==> src/rtl/spiker_adapter_pkg.sv <==
// Shared types for the spiker adapter: frame sequencer state encoding.
package spiker_adapter_pkg;

   typedef enum logic [2:0] {
      SEQ_IDLE      = 3'd0,
      SEQ_LOAD      = 3'd1,
      SEQ_STREAM    = 3'd2,
      SEQ_WAIT_CORE = 3'd3,
      SEQ_DONE      = 3'd4
   } seq_state_t;

endpackage

==> src/rtl/spiker_chunk_shifter.sv <==
// Loadable left-shift register presenting the top CHUNK_W bits as the current beat.
module spiker_chunk_shifter #(
   parameter int DATA_WIDTH = 800,
   parameter int CHUNK_W    = 4
) (
   input  logic                  clk_i,
   input  logic                  rst_ni,
   input  logic                  load_i,
   input  logic                  shift_i,
   input  logic [DATA_WIDTH-1:0] data_i,
   output logic [CHUNK_W-1:0]    chunk_o
);

   logic [DATA_WIDTH-1:0] shift_q;

   always_ff @(posedge clk_i or negedge rst_ni) begin
      if (!rst_ni) begin
         shift_q <= '0;
      end else if (load_i) begin
         shift_q <= data_i;
      end else if (shift_i) begin
         shift_q <= shift_q << CHUNK_W;
      end
   end

   assign chunk_o = shift_q[DATA_WIDTH-1 -: CHUNK_W];

endmodule

==> src/rtl/spiker_frame_sequencer.sv <==
// Streams a latched spike frame into the spiker core as CHUNK_W-bit beats,
// replaying it once per timestep until the programmed step count is reached.
module spiker_frame_sequencer
   import spiker_adapter_pkg::*;
#(
   parameter int DATA_WIDTH = 800,
   parameter int CHUNK_W    = 4,
   parameter int STEP_W     = 16
) (
   input  logic                  clk_i,
   input  logic                  rst_ni,
   input  logic                  start_i,
   input  logic                  abort_i,
   input  logic [DATA_WIDTH-1:0] frame_i,
   input  logic [STEP_W-1:0]     n_steps_i,
   output logic [CHUNK_W-1:0]    chunk_o,
   output logic                  chunk_valid_o,
   input  logic                  chunk_ready_i,
   output logic                  step_start_o,
   input  logic                  step_done_i,
   output logic                  busy_o,
   output logic                  done_o,
   output logic                  aborted_o,
   output logic                  irq_o,
   output logic [STEP_W-1:0]     step_cnt_o
);

   localparam int NUM_CHUNKS = DATA_WIDTH / CHUNK_W;
   localparam int BEAT_W     = (NUM_CHUNKS > 1) ? $clog2(NUM_CHUNKS) : 1;
   localparam logic [BEAT_W-1:0] LAST_BEAT = BEAT_W'(NUM_CHUNKS - 1);

   if (DATA_WIDTH % CHUNK_W != 0) begin : g_bad_chunk_w
      $fatal(1, "DATA_WIDTH must be a multiple of CHUNK_W");
   end

   seq_state_t            state_q;
   logic [DATA_WIDTH-1:0] frame_q;
   logic [STEP_W-1:0]     steps_q;
   logic [STEP_W-1:0]     step_cnt;
   logic [STEP_W-1:0]     step_next;
   logic [BEAT_W-1:0]     beat_cnt;

   assign step_next  = step_cnt + STEP_W'(1);
   assign step_cnt_o = step_cnt;

   spiker_chunk_shifter #(
      .DATA_WIDTH (DATA_WIDTH),
      .CHUNK_W    (CHUNK_W)
   ) u_shifter (
      .clk_i   (clk_i),
      .rst_ni  (rst_ni),
      .load_i  (state_q == SEQ_LOAD),
      .shift_i (chunk_valid_o && chunk_ready_i),
      .data_i  (frame_q),
      .chunk_o (chunk_o)
   );

   // Outputs are registered alongside the state so they line up with the state they describe.
   always_ff @(posedge clk_i or negedge rst_ni) begin
      if (!rst_ni) begin
         state_q       <= SEQ_IDLE;
         frame_q       <= '0;
         steps_q       <= '0;
         step_cnt      <= '0;
         beat_cnt      <= '0;
         chunk_valid_o <= 1'b0;
         step_start_o  <= 1'b0;
         busy_o        <= 1'b0;
         done_o        <= 1'b0;
         aborted_o     <= 1'b0;
         irq_o         <= 1'b0;
      end else begin
         step_start_o <= 1'b0;
         irq_o        <= 1'b0;
         unique case (state_q)
            SEQ_IDLE: begin
               if (start_i && !abort_i) begin
                  done_o    <= 1'b0;
                  aborted_o <= 1'b0;
                  busy_o    <= 1'b1;
                  if (n_steps_i != '0) begin
                     frame_q      <= frame_i;
                     steps_q      <= n_steps_i;
                     step_cnt     <= '0;
                     step_start_o <= 1'b1;
                     state_q      <= SEQ_LOAD;
                  end else begin
                     irq_o   <= 1'b1;
                     state_q <= SEQ_DONE;
                  end
               end
            end
            SEQ_LOAD: begin
               beat_cnt <= '0;
               if (abort_i) begin
                  aborted_o <= 1'b1;
                  busy_o    <= 1'b0;
                  state_q   <= SEQ_IDLE;
               end else begin
                  chunk_valid_o <= 1'b1;
                  state_q       <= SEQ_STREAM;
               end
            end
            SEQ_STREAM: begin
               if (chunk_ready_i) begin
                  beat_cnt <= beat_cnt + BEAT_W'(1);
               end
               if (abort_i) begin
                  aborted_o     <= 1'b1;
                  busy_o        <= 1'b0;
                  chunk_valid_o <= 1'b0;
                  state_q       <= SEQ_IDLE;
               end else if (chunk_ready_i && (beat_cnt == LAST_BEAT)) begin
                  chunk_valid_o <= 1'b0;
                  state_q       <= SEQ_WAIT_CORE;
               end
            end
            SEQ_WAIT_CORE: begin
               if (abort_i) begin
                  aborted_o <= 1'b1;
                  busy_o    <= 1'b0;
                  state_q   <= SEQ_IDLE;
               end else if (step_done_i) begin
                  step_cnt <= step_next;
                  if (step_next == steps_q) begin
                     irq_o   <= 1'b1;
                     state_q <= SEQ_DONE;
                  end else begin
                     step_start_o <= 1'b1;
                     state_q      <= SEQ_LOAD;
                  end
               end
            end
            SEQ_DONE: begin
               done_o  <= 1'b1;
               busy_o  <= 1'b0;
               state_q <= SEQ_IDLE;
            end
            default: begin
               busy_o        <= 1'b0;
               chunk_valid_o <= 1'b0;
               state_q       <= SEQ_IDLE;
            end
         endcase
      end
   end

endmodule

==> config.mk <==
export PLATFORM = sky130hd
export DESIGN_NAME = spiker_frame_sequencer
export DESIGN_NICKNAME = d
export VERILOG_FILES = /design/src/rtl/spiker_adapter_pkg.sv /design/src/rtl/spiker_chunk_shifter.sv /design/src/rtl/spiker_frame_sequencer.sv
export SDC_FILE = /design/constraint.sdc
export NUM_CORES = 2
export LEC_CHECK = 0
export ABC_CLOCK_PERIOD_IN_PS = 2700
export CORE_MARGIN = 3
export CORE_UTILIZATION = 23
export CTS_CLUSTER_DIAMETER = 30
export DETAILED_ROUTE_END_ITERATION = 8
export HOLD_SLACK_MARGIN = 0.05
export PLACE_DENSITY_LB_ADDON = 0.12
export RECOVER_POWER = 50
export SLEW_MARGIN = 20
export SYNTH_ARGS = -nofsm -noshare
export SYNTH_HDL_FRONTEND = slang
export SYNTH_SLANG_ARGS = --single-unit
==> constraint.sdc <==
create_clock -name clk_i -period 2.7 [get_ports clk_i]
set_input_delay 0.54 -clock clk_i [delete_from_list [all_inputs] [get_ports clk_i]]
set_output_delay 0.54 -clock clk_i [all_outputs]
set_load 0.01 [all_outputs]
==> flow_summary.yaml <==
outcome:
  outcome: "complete, but fails checks"
  violations: "capacitance limit, slew limit"
clock_tree:
  clock_path_buffers: 4
  post_cts_buffers: 0
  clk_pin_slew_ns: 0.05
  cts_root_buf: "clkbuf_16"
  cts_buffers: 457
  htreeDepth: 5
  cts_tree: "yes"
  insertion_delay_ns: 0.90
  clkSinkCount: 1649
yosys:
  syn_inst: 8073
  syn_area_per_cell_um2: 8.44
  yosys_warnings: 0
  synth-main-ff-cell: "dfrtp_1"
  synth_top_area_share_pct: 60.6
  synth_top_cells_by_area: "dfrtp_1, nand2_1, a31oi_1"
  yosys.cell_types.count: 54
  ys_seq_area_share_pct: 60.6
  synth-seq-cells: 1649
  async_flop_share_pct: 100
  synth_area_leader_cell: "dfrtp_1"
  synth_edf_count: 0
  syn-num-nets: 8897
  syn_area_um2: 68100
floorplan:
  ioPinCount: 848
  die_height_um: 550
  die_area_um2: 303000
  start_util_pct: 23.1
  die_w_um: 550
  num_rows: 199
  core_area_um2: 294000
sta:
  finClkSkew_ns: 0.0521
  report.final.slew_viol_count: 165
  finalHoldViolations: 0
  max_freq_mhz: 388
  maxSlewHeadroom_pct: -18.0
  final.period_utilization_pct: 95.5
  tightestPinTransition_ns: 1.77
  rsz0062_at_grt: "false"
  layout_setup_ws_ns: 0.122
  finalSetupViolations: 0
  fin_crit_ns: 2.58
setup_path:
  cpLargestDelayFamily: "buffers and inverters"
  rrSetupSlack_ns: 0.13
  crit_end: "step_cnt_o[6]"
  crit_chain: "clkdlybuf4s50_1"
  crit_cells: 1
  slowest_stage: "clkdlybuf4s50_1"
  worstPathArrival_ns: 2.04
  crit_required_ns: 2.16
  r2r-end: "state_q[0]$_DFFE_PN0P_"
  startpoint: "step_cnt_o[6]$_DFFE_PN0P_"
  cp_max_fo: 7
  worst-r2r-cell-count: 8
  crit_path_end_kind: "output pin"
  worstSetupPathType: "reg -> out"
  critPathMaxStageDelay_ns: 0.62
  reg2reg_from: "step_cnt_o[1]$_DFFE_PN0P_"
  cp-start-kind: "flip-flop"
  path_buf_inv: 1
power:
  vdd_drop_max_uv: 545
  p_leak_nw: 47.4
  power-per-cell-area_nw_per_um2: 1090
  power.total_mw: 108
finish:
  area_growth_pct: 45.8
  layout_common_cells: "nand2_1, dfrtp_1, clkdlybuf4s50_1"
  stdcell_count: 13400
  layout.nets: 9966
  layout-drive-gt1-share_pct: 11.5
  layout_commonest_cell: "nand2_1"
placement:
  finalWeightedCongestion: 0.799
  hpwlAfterDp_um: 176000
  portBuffers: 847
  preCtsSetupSlack_ns: -0.505
  dp_cells: 12600
worst_hold_path:
  hp-class: "in -> reg"
  holdPathStages: 3
job:
  cap_viol_max_count: 3
grt:
  gr-total-overflow: 0
  grt_max_degree: 115
  grt_util_all_layers_pct: 16.4
  grt_pass1_vias: 62200
  grt_pass1_wl_um: 388000
  antenna_found_initial: 6
drt:
  drt_iter0_drc: 3867
  vias: 58900
  drt_wl_total_um: 255000
  drc_errors: 0
  ant_nets: 0
  dr.pass1.iters: 8
  wl_per_cell_um: 18.9
  viasPerCell: 4.38
-- state kept, by name, indices dropped and copies added, names as in the netlist --
signal	flops
u_shifter.shift_q	800
frame_q	800
aborted_o	1
step_cnt_o	16
step_start_o	1
busy_o	1
beat_cnt	8
state_q	3
irq_o	1
steps_q	16
chunk_valid_o	1
done_o	1
-- how the worst min path moves through the flow --
stage	from	end	slack, ns
final	frame_i[279]	frame_q[279]$_DFFE_PN0P_	0.17
after global routing	frame_i[93]	frame_q[93]$_DFFE_PN0P_	0.11
after CTS	frame_i[615]	frame_q[615]$_DFFE_PN0P_	0.06
after detailed placement	frame_q[505]$_DFFE_PN0P_	frame_q[505]$_DFFE_PN0P_	0.46
after global placement	frame_q[0]$_DFFE_PN0P_	u_shifter.shift_q[0]$_DFFE_PN0P_	0.46
after floorplan	rst_ni	aborted_o$_DFFE_PN0P_	0.24
-- metal layers --
layer	share of wire, %	up-vias	GRT usage [%]
met1	47	28900	22.7
met4	2.8	2	5.37
met2	46	1406	25.8
met3	4.7	430	2.83
li1	-	28200	-
met5	0.0047	-	0
-- layout make-up --
| type | instances | area [um^2] |
|---|---|---|
| fillers | 30700 | 195000 |
| flip-flops and latches | 1649 | 41300 |
| multi-input cells | 5862 | 24600 |
| clock buffers | 626 | 13300 |
| repair buffers | 1168 | 11900 |
| well taps | 3919 | 4900 |
| clock inverters | 217 | 3280 |
| inverters | 4 | 15.0 |
| diodes | 1 | 2.50 |
-- metrics by stage --
step                TNS [ns]  cell area [um^2]  util, %  hold WS (ns)
floorplan                  0             68100        -         0.244
detailed placement   -315.71             83100     28.2         0.462
CTS                        0             99600     33.9        0.0555
finish                     0             99300     33.7         0.174
global placement     -316.62             83100     28.2         0.457
global route               0             99300     33.7         0.106
-- cells in the mapped netlist, types with 3 or more instances --
master       n
nor4_1       8
nor3b_1      3
nand3_1      8
nand2_1   4069
and3_1       4
buf_4        9
nand2b_1     7
dfrtp_1   1649
and2_1       6
nand4_1     12
buf_6        4
buf_1       32
buf_2       48
o211ai_1     3
and4_1       4
a31oi_1    800
nor2_1     815
o21ai_0     33
inv_1        4
xnor2_1     13
xor2_1       9
nor2b_1      6
o31ai_1      7
clkbuf_1   464
a21oi_1     12
nor3_1       5
o41ai_1      3
-- where the power goes --
part | total [mW] | switching (mW) | internal [mW]
clock network | 57.3 | 16.4 | 40.9
logic | 14.2 | 8.03 | 6.18
registers | 36.9 | 4.79 | 32.1
total | 108 | 29.2 | 79.2
-- logic make-up (layout without fill, tap and decap cells) --
group                      count (synthesis)  count (layout)  synth area share (%)
and+or+nand+nor                         4959            4959                  27.7
AOI/OAI and AO/OA                        876             876                  8.06
buffers and inverters                    562            2015                  3.28
muxes                                      3               3                0.0459
DFF                                     1649            1649                  60.6
xor gates and xnor gates                  22              22                 0.283
adders and majority gates                  2               2                0.0367
other                                      0               1                     0
-- what timing repair did --
item	4_1_cts	5_1_grt
endpoints found under the setup margin	6	5
resized for setup	8	3
hold endpoints to repair	289	0
hold buffers	1	0
Note: power is estimated with default switching activity, not from simulation.
